## config.mk

```make
export PLATFORM = sky130hd
export DESIGN_NAME = eth_tx_framer
export DESIGN_NICKNAME = d
export VERILOG_FILES = /design/src/rtl/eth_tx_framer.sv
export SDC_FILE = /design/constraint.sdc
export NUM_CORES = 1
export LEC_CHECK = 0
export BUFFER_PORTS_ARGS = -buffer_cell sky130_fd_sc_hd__buf_2
export CORE_ASPECT_RATIO = 0.8
export CORE_MARGIN = 2
export CORE_UTILIZATION = 55
export CTS_CLUSTER_SIZE = 28
export DETAILED_ROUTE_END_ITERATION = 6
export GPL_ROUTABILITY_DRIVEN = 0
export GPL_TIMING_DRIVEN = 0
export MAX_ROUTING_LAYER = met4
export PLACE_DENSITY = 0.76
export SLEW_MARGIN = 20
export SYNTH_ARGS = -nofsm -noshare
export SYNTH_HDL_FRONTEND = slang
export SYNTH_SLANG_ARGS = --single-unit
export TNS_END_PERCENT = 1
```

## constraint.sdc

```tcl
create_clock -name clk -period 3.5 [get_ports clk]
set_input_delay 0.175 -clock clk [delete_from_list [all_inputs] [get_ports clk]]
set_output_delay 0.175 -clock clk [all_outputs]
set_load 0.01 [all_outputs]
```

## src/rtl/eth_tx_framer.sv

```systemverilog
// Ethernet TX framer: prepends preamble/SFD, pads to the minimum length,
// appends the CRC-32 FCS and enforces an inter-frame gap.
module eth_tx_framer #(
  parameter int MIN_FRAME   = 60,
  parameter int IFG_CYCLES  = 12,
  parameter bit PREAMBLE_EN = 1'b1
) (
  input  logic        clk,
  input  logic        rst,
  input  logic [7:0]  s_axis_tdata,
  input  logic        s_axis_tvalid,
  output logic        s_axis_tready,
  input  logic        s_axis_tlast,
  output logic [7:0]  m_axis_tdata,
  output logic        m_axis_tvalid,
  input  logic        m_axis_tready,
  output logic        m_axis_tlast,
  output logic        busy,
  output logic [15:0] frames_sent
);

  typedef enum logic [2:0] {S_IDLE, S_PREAMBLE, S_DATA, S_PAD, S_FCS, S_IFG} state_t;

  localparam logic [11:0] MIN12 = 12'(MIN_FRAME);
  localparam logic [15:0] IFG16 = 16'(IFG_CYCLES);

  state_t      state, state_n;
  logic [7:0]  tdata_q;
  logic        tvalid_q, tlast_q;
  logic [31:0] crc, fcs;
  logic [10:0] byte_cnt;
  logic [11:0] cnt_plus1;
  logic [2:0]  pre_cnt, fcs_idx;
  logic [15:0] ifg_cnt, frame_cnt;
  logic        slot_free;

  logic        load, ld_last, crc_en, cnt_en, pre_inc, fcs_inc, frame_done, ifg_inc;
  logic [7:0]  ld_data;

  function automatic logic [31:0] crc_byte(input logic [31:0] c, input logic [7:0] d);
    logic [31:0] r;
    r = c;
    for (int i = 0; i < 8; i++)
      r = (r >> 1) ^ (32'hEDB88320 & {32{r[0] ^ d[i]}});
    return r;
  endfunction

  assign slot_free = !tvalid_q || m_axis_tready;
  assign fcs       = ~crc;
  assign cnt_plus1 = {1'b0, byte_cnt} + 12'd1;

  always_comb begin
    state_n    = state;
    load       = 1'b0;
    ld_data    = 8'h00;
    ld_last    = 1'b0;
    crc_en     = 1'b0;
    cnt_en     = 1'b0;
    pre_inc    = 1'b0;
    fcs_inc    = 1'b0;
    frame_done = 1'b0;
    ifg_inc    = 1'b0;
    case (state)
      S_IDLE: if (s_axis_tvalid) begin
        if (PREAMBLE_EN) begin
          load    = 1'b1;
          ld_data = 8'h55;
          pre_inc = 1'b1;
          state_n = S_PREAMBLE;
        end else begin
          state_n = S_DATA;
        end
      end
      S_PREAMBLE: if (slot_free) begin
        load = 1'b1;
        if (pre_cnt < 3'd7) begin
          ld_data = 8'h55;
          pre_inc = 1'b1;
        end else begin
          ld_data = 8'hD5;
          state_n = S_DATA;
        end
      end
      S_DATA: if (slot_free && s_axis_tvalid) begin
        load    = 1'b1;
        ld_data = s_axis_tdata;
        crc_en  = 1'b1;
        cnt_en  = 1'b1;
        if (s_axis_tlast) state_n = (cnt_plus1 < MIN12) ? S_PAD : S_FCS;
      end
      S_PAD: if (slot_free) begin
        load   = 1'b1;
        crc_en = 1'b1;
        cnt_en = 1'b1;
        if (cnt_plus1 >= MIN12) state_n = S_FCS;
      end
      S_FCS: if (slot_free) begin
        // fcs_idx==4 means the tlast byte sits in the slot; free slot => accepted
        if (fcs_idx == 3'd4) begin
          frame_done = 1'b1;
          state_n    = (IFG_CYCLES > 1) ? S_IFG : S_IDLE;
        end else begin
          load    = 1'b1;
          ld_data = fcs[{fcs_idx[1:0], 3'b000} +: 8];
          ld_last = (fcs_idx == 3'd3);
          fcs_inc = 1'b1;
        end
      end
      S_IFG: begin
        // IDLE contributes the last gap cycle before the next preamble load
        if (ifg_cnt + 16'd2 >= IFG16) state_n = S_IDLE;
        else                          ifg_inc = 1'b1;
      end
      default: state_n = S_IDLE;
    endcase
  end

  always_ff @(posedge clk) begin
    if (rst) begin
      state     <= S_IDLE;
      tdata_q   <= 8'h00;
      tvalid_q  <= 1'b0;
      tlast_q   <= 1'b0;
      crc       <= 32'hFFFFFFFF;
      byte_cnt  <= '0;
      pre_cnt   <= '0;
      fcs_idx   <= '0;
      ifg_cnt   <= '0;
      frame_cnt <= '0;
    end else begin
      state <= state_n;
      if (slot_free) begin
        tvalid_q <= load;
        tlast_q  <= load && ld_last;
        if (load) tdata_q <= ld_data;
      end
      if (state == S_IDLE) crc <= 32'hFFFFFFFF;
      else if (crc_en)     crc <= crc_byte(crc, ld_data);
      if (state == S_IDLE)                   byte_cnt <= '0;
      else if (cnt_en && byte_cnt != 11'h7FF) byte_cnt <= byte_cnt + 11'd1;
      if (state == S_IDLE) pre_cnt <= {2'b00, pre_inc};
      else if (pre_inc)    pre_cnt <= pre_cnt + 3'd1;
      if (state == S_IDLE) fcs_idx <= '0;
      else if (fcs_inc)    fcs_idx <= fcs_idx + 3'd1;
      if (state != S_IFG)  ifg_cnt <= '0;
      else if (ifg_inc)    ifg_cnt <= ifg_cnt + 16'd1;
      if (frame_done)      frame_cnt <= frame_cnt + 16'd1;
    end
  end

  assign m_axis_tdata  = tdata_q;
  assign m_axis_tvalid = tvalid_q;
  assign m_axis_tlast  = tlast_q;
  assign s_axis_tready = (state == S_DATA) && slot_free;
  assign busy          = (state != S_IDLE);
  assign frames_sent   = frame_cnt;

endmodule

```

==> results.json <==
{
  "ant_nets": 0,
  "seq_power_share_pct": 41.7,
  "drcViolationCount": 0,
  "yosysTopAreaCellShare_pct": 35.4,
  "nNetsFinal": 630,
  "hold_slack_ns": 0.155,
  "grt_pass1_wl_mm": 20.6,
  "setup_viol_count_final": 0,
  "synth.distinct_cells": 59,
  "critPathBufInv": 4,
  "total_power_w": 0.00262,
  "timing.critical_path.cells": "buf_2 -> inv_1 -> ha_1 -> and2_1 -> clkbuf_1 -> or3_4 -> a2bb2oi_1 -> xnor2_2 -> buf_4 -> xnor2_4 -> xor3_1 -> o21ai_1",
  "hold_viol": 0,
  "worstHoldPathType": "input port to register",
  "synth-warning-count": 0,
  "wl_met3_um": 758,
  "maxSlewViolCount": 0,
  "grt_max_degree": 17,
  "wl_met1_mm": 5.83,
  "pin_count": 41,
  "p_switching_w": 0.000679,
  "top_layer_used": "met4",
  "rsz0062_at_grt": "true",
  "start_util_pct": 55.8,
  "syn_nets": 578,
  "cts_buffer_depth": 2,
  "die-area_mm2": 0.0105,
  "r2r_setup_slack_ns": 0.1,
  "area_delta_synth_final_pct": 14.8,
  "max_freq_ghz": 0.294,
  "rows": 32,
  "final.setup_skew_ns": 0.00457,
  "ys.flop_type": "dfxtp_1",
  "core_mm2": 0.00953,
  "seq_area_frac_synth_pct": 35.4,
  "cts_tree": "done",
  "critPathCaptureType": "register",
  "path_clk_slew_ns": 0.07,
  "drive_gt1_share_pct": 15.2,
  "dr.first_iter.drc_count": 365,
  "final_area_mm2": 0.00610,
  "p_clk_share_pct": 40.4,
  "cp-start-kind": "register",
  "grt_pass1_vias": 4222,
  "cp.depth": 12,
  "leakage_nw": 2.48,
  "crit_type": "register to register",
  "ctsHtreeMaxLevel": 3,
  "worstPathArrival_ns": 3.67,
  "max_cap_viol_count": 0,
  "insertion_delay_ns": 0.35,
  "clkSinkCount": 94,
  "utilization_pct": 64.0,
  "die_h_um": 91.9,
  "antenna_found_initial": 0,
  "root_buffer": "clkbuf_16",
  "hold_depth": 3,
  "viasPerCell": 6.03,
  "vias": 4407,
  "detailed_place_hpwl_mm": 9.02,
  "cp_top_family": "XOR/XNOR gates",
  "critPathMaxStageDelay_ns": 0.49,
  "syn_area_per_cell_um2": 9.57,
  "synth-edff-count": 0,
  "period_needed_ns": 3.40,
  "worstMarginPinSlew_ns": 0.899,
  "powerDensity_mw_per_mm2": 430,
  "antenna_cells": 0,
  "intPower_w": 0.00194,
  "p_sw_share_pct": 25.9,
  "drt_pass1_iterations": 5,
  "pwr-share-comb_pct": 17.9,
  "ir_worst_vdd_uv": 363,
  "syn_inst": 555,
  "numPortBuffers": 39,
  "status": "complete, no violations",
  "die_w_um": 114,
  "cp_max_fo": 10,
  "yosys.area.top_type": "dfxtp_1",
  "holdBufCountCts": 0,
  "avgRoutedWirePerCell_um": 17.6,
  "async_reset_ff_share_pct": 0,
  "cp.required_ns": 3.77,
  "wl_mm": 12.9,
  "route.met2.wl_mm": 6.03,
  "gr-usage-all-layers_pct": 25.7,
  "cts_made_buffers": 9,
  "syn_area_mm2": 0.00531,
  "rr_worst_depth": 12,
  "fin_crit_sh_pct": 97.2,
  "grt_overflow_total": 0,
  "placed_area_mm2": 0.00566,
  "synth.area.top_cells": "dfxtp_1 (35%), xnor3_1 (6.4%), xnor2_1 (5.6%)",
  "slew-limit-headroom_pct": 39.6,
  "synth_seq_cells": 94,
  "slowest_stage": "xor3_1"
}
[tightest hold or removal path, cell delays in order]
cell,delay (ns)
buf_2,0.08
a2bb2oi_2,0.09
a21oi_1,0.12
[per-stage QoR]
| step | std cells | worst slack (ns) | TNS [ns] |
|---|---|---|---|
| final | 731 | 0.0980 | 0 |
| after global routing | 731 | -0.0929 | -0.134 |
| after CTS | 729 | 0.00771 | 0 |
| after detailed placement | 713 | -0.0769 | -0.0855 |
| after global placement | 713 | -0.0580 | -0.0580 |
| after floorplan | 555 | 0.520 | 0 |
[worst paths after layout]
path,from,to
min reg2reg,m_axis_tdata[1],m_axis_tdata[1]
max reg2reg,fcs_idx[0],crc[18]
max,fcs_idx[0],crc[18]
min,s_axis_tdata[1],m_axis_tdata[1]
[power groups by stage]
stage / registers, W / logic [W] / clock network [W]
4_1_cts: 0.00109 / 0.000445 / 0.00107
3_5_place_dp: 0.00112 / 0.000437 / 0
2_1_floorplan: 0.00112 / 0.000344 / 0
6_report: 0.00109 / 0.000470 / 0.00106
5_1_grt: 0.00109 / 0.000499 / 0.00112
3_3_place_gp: 0.00112 / 0.000425 / 0
[cell families after synthesis]
| group | count (synthesis) | synth area share [%] |
|---|---|---|
| buffers and inverters | 47 | 3.72 |
| AOI/OAI and AO/OA | 110 | 13.3 |
| adders and majority gates | 10 | 2.36 |
| DFF | 94 | 35.4 |
| and+or+nand+nor | 191 | 18.7 |
| xor gates and xnor gates | 88 | 21.8 |
| muxes | 15 | 4.71 |
[state kept, by name, summed over array words and instances, names as in the netlist]
register	count
m_axis_tdata	8
crc	32
frames_sent	16
m_axis_tlast	1
byte_cnt	11
fcs_idx	3
state	3
pre_cnt	3
ifg_cnt	16
m_axis_tvalid	1
[layout by cell type (no fill, tap or decap), types with 12 or more instances in the layout]
master and count:
xor2_1 23, and3_1 15, a21oi_1 35, dfxtp_1 94, xnor2_1 30, clkbuf_1 30
o211ai_1 19, nor2_1 46, nand4_1 14, inv_1 12, xnor3_1 15, o21ai_0 20
nand2_1 43, nor3_1 12, buf_2 41
[synthesized netlist by cell type, types with 12 or more instances]
cell type	count
nor2_1	46
nor3_1	12
xnor3_1	15
inv_1	12
o211ai_1	19
xor2_1	24
dfxtp_1	94
nand4_1	14
clkbuf_1	29
o21ai_0	20
nand2_1	43
a21oi_1	35
and3_1	15
xnor2_1	34
[layer usage]
layer	vias up	track usage, %
li1	2081	-
met1	2150	34.0
met2	157	40.2
met3	19	4.96
met4	0	8.43
met5	-	-
[final cells by class]
class,instances,area [um^2]
Multi-Input combinational cell,414,3340
Timing Repair Buffer,41,210
Sequential cell,94,1880
Inverter,12,45.0
Clock buffer,10,229
Clock inverter,6,93.8
Fill cell,749,3430
Tap cell,119,149
Buffer,35,153
[what timing repair did]
action	CTS	global route
endpoints found under the hold margin	0	0
gates resized for setup	1	10
buffers inserted	0	2
pin swaps	0	1
setup endpoints to repair	3	15
Power figures use the tool's default switching activity.
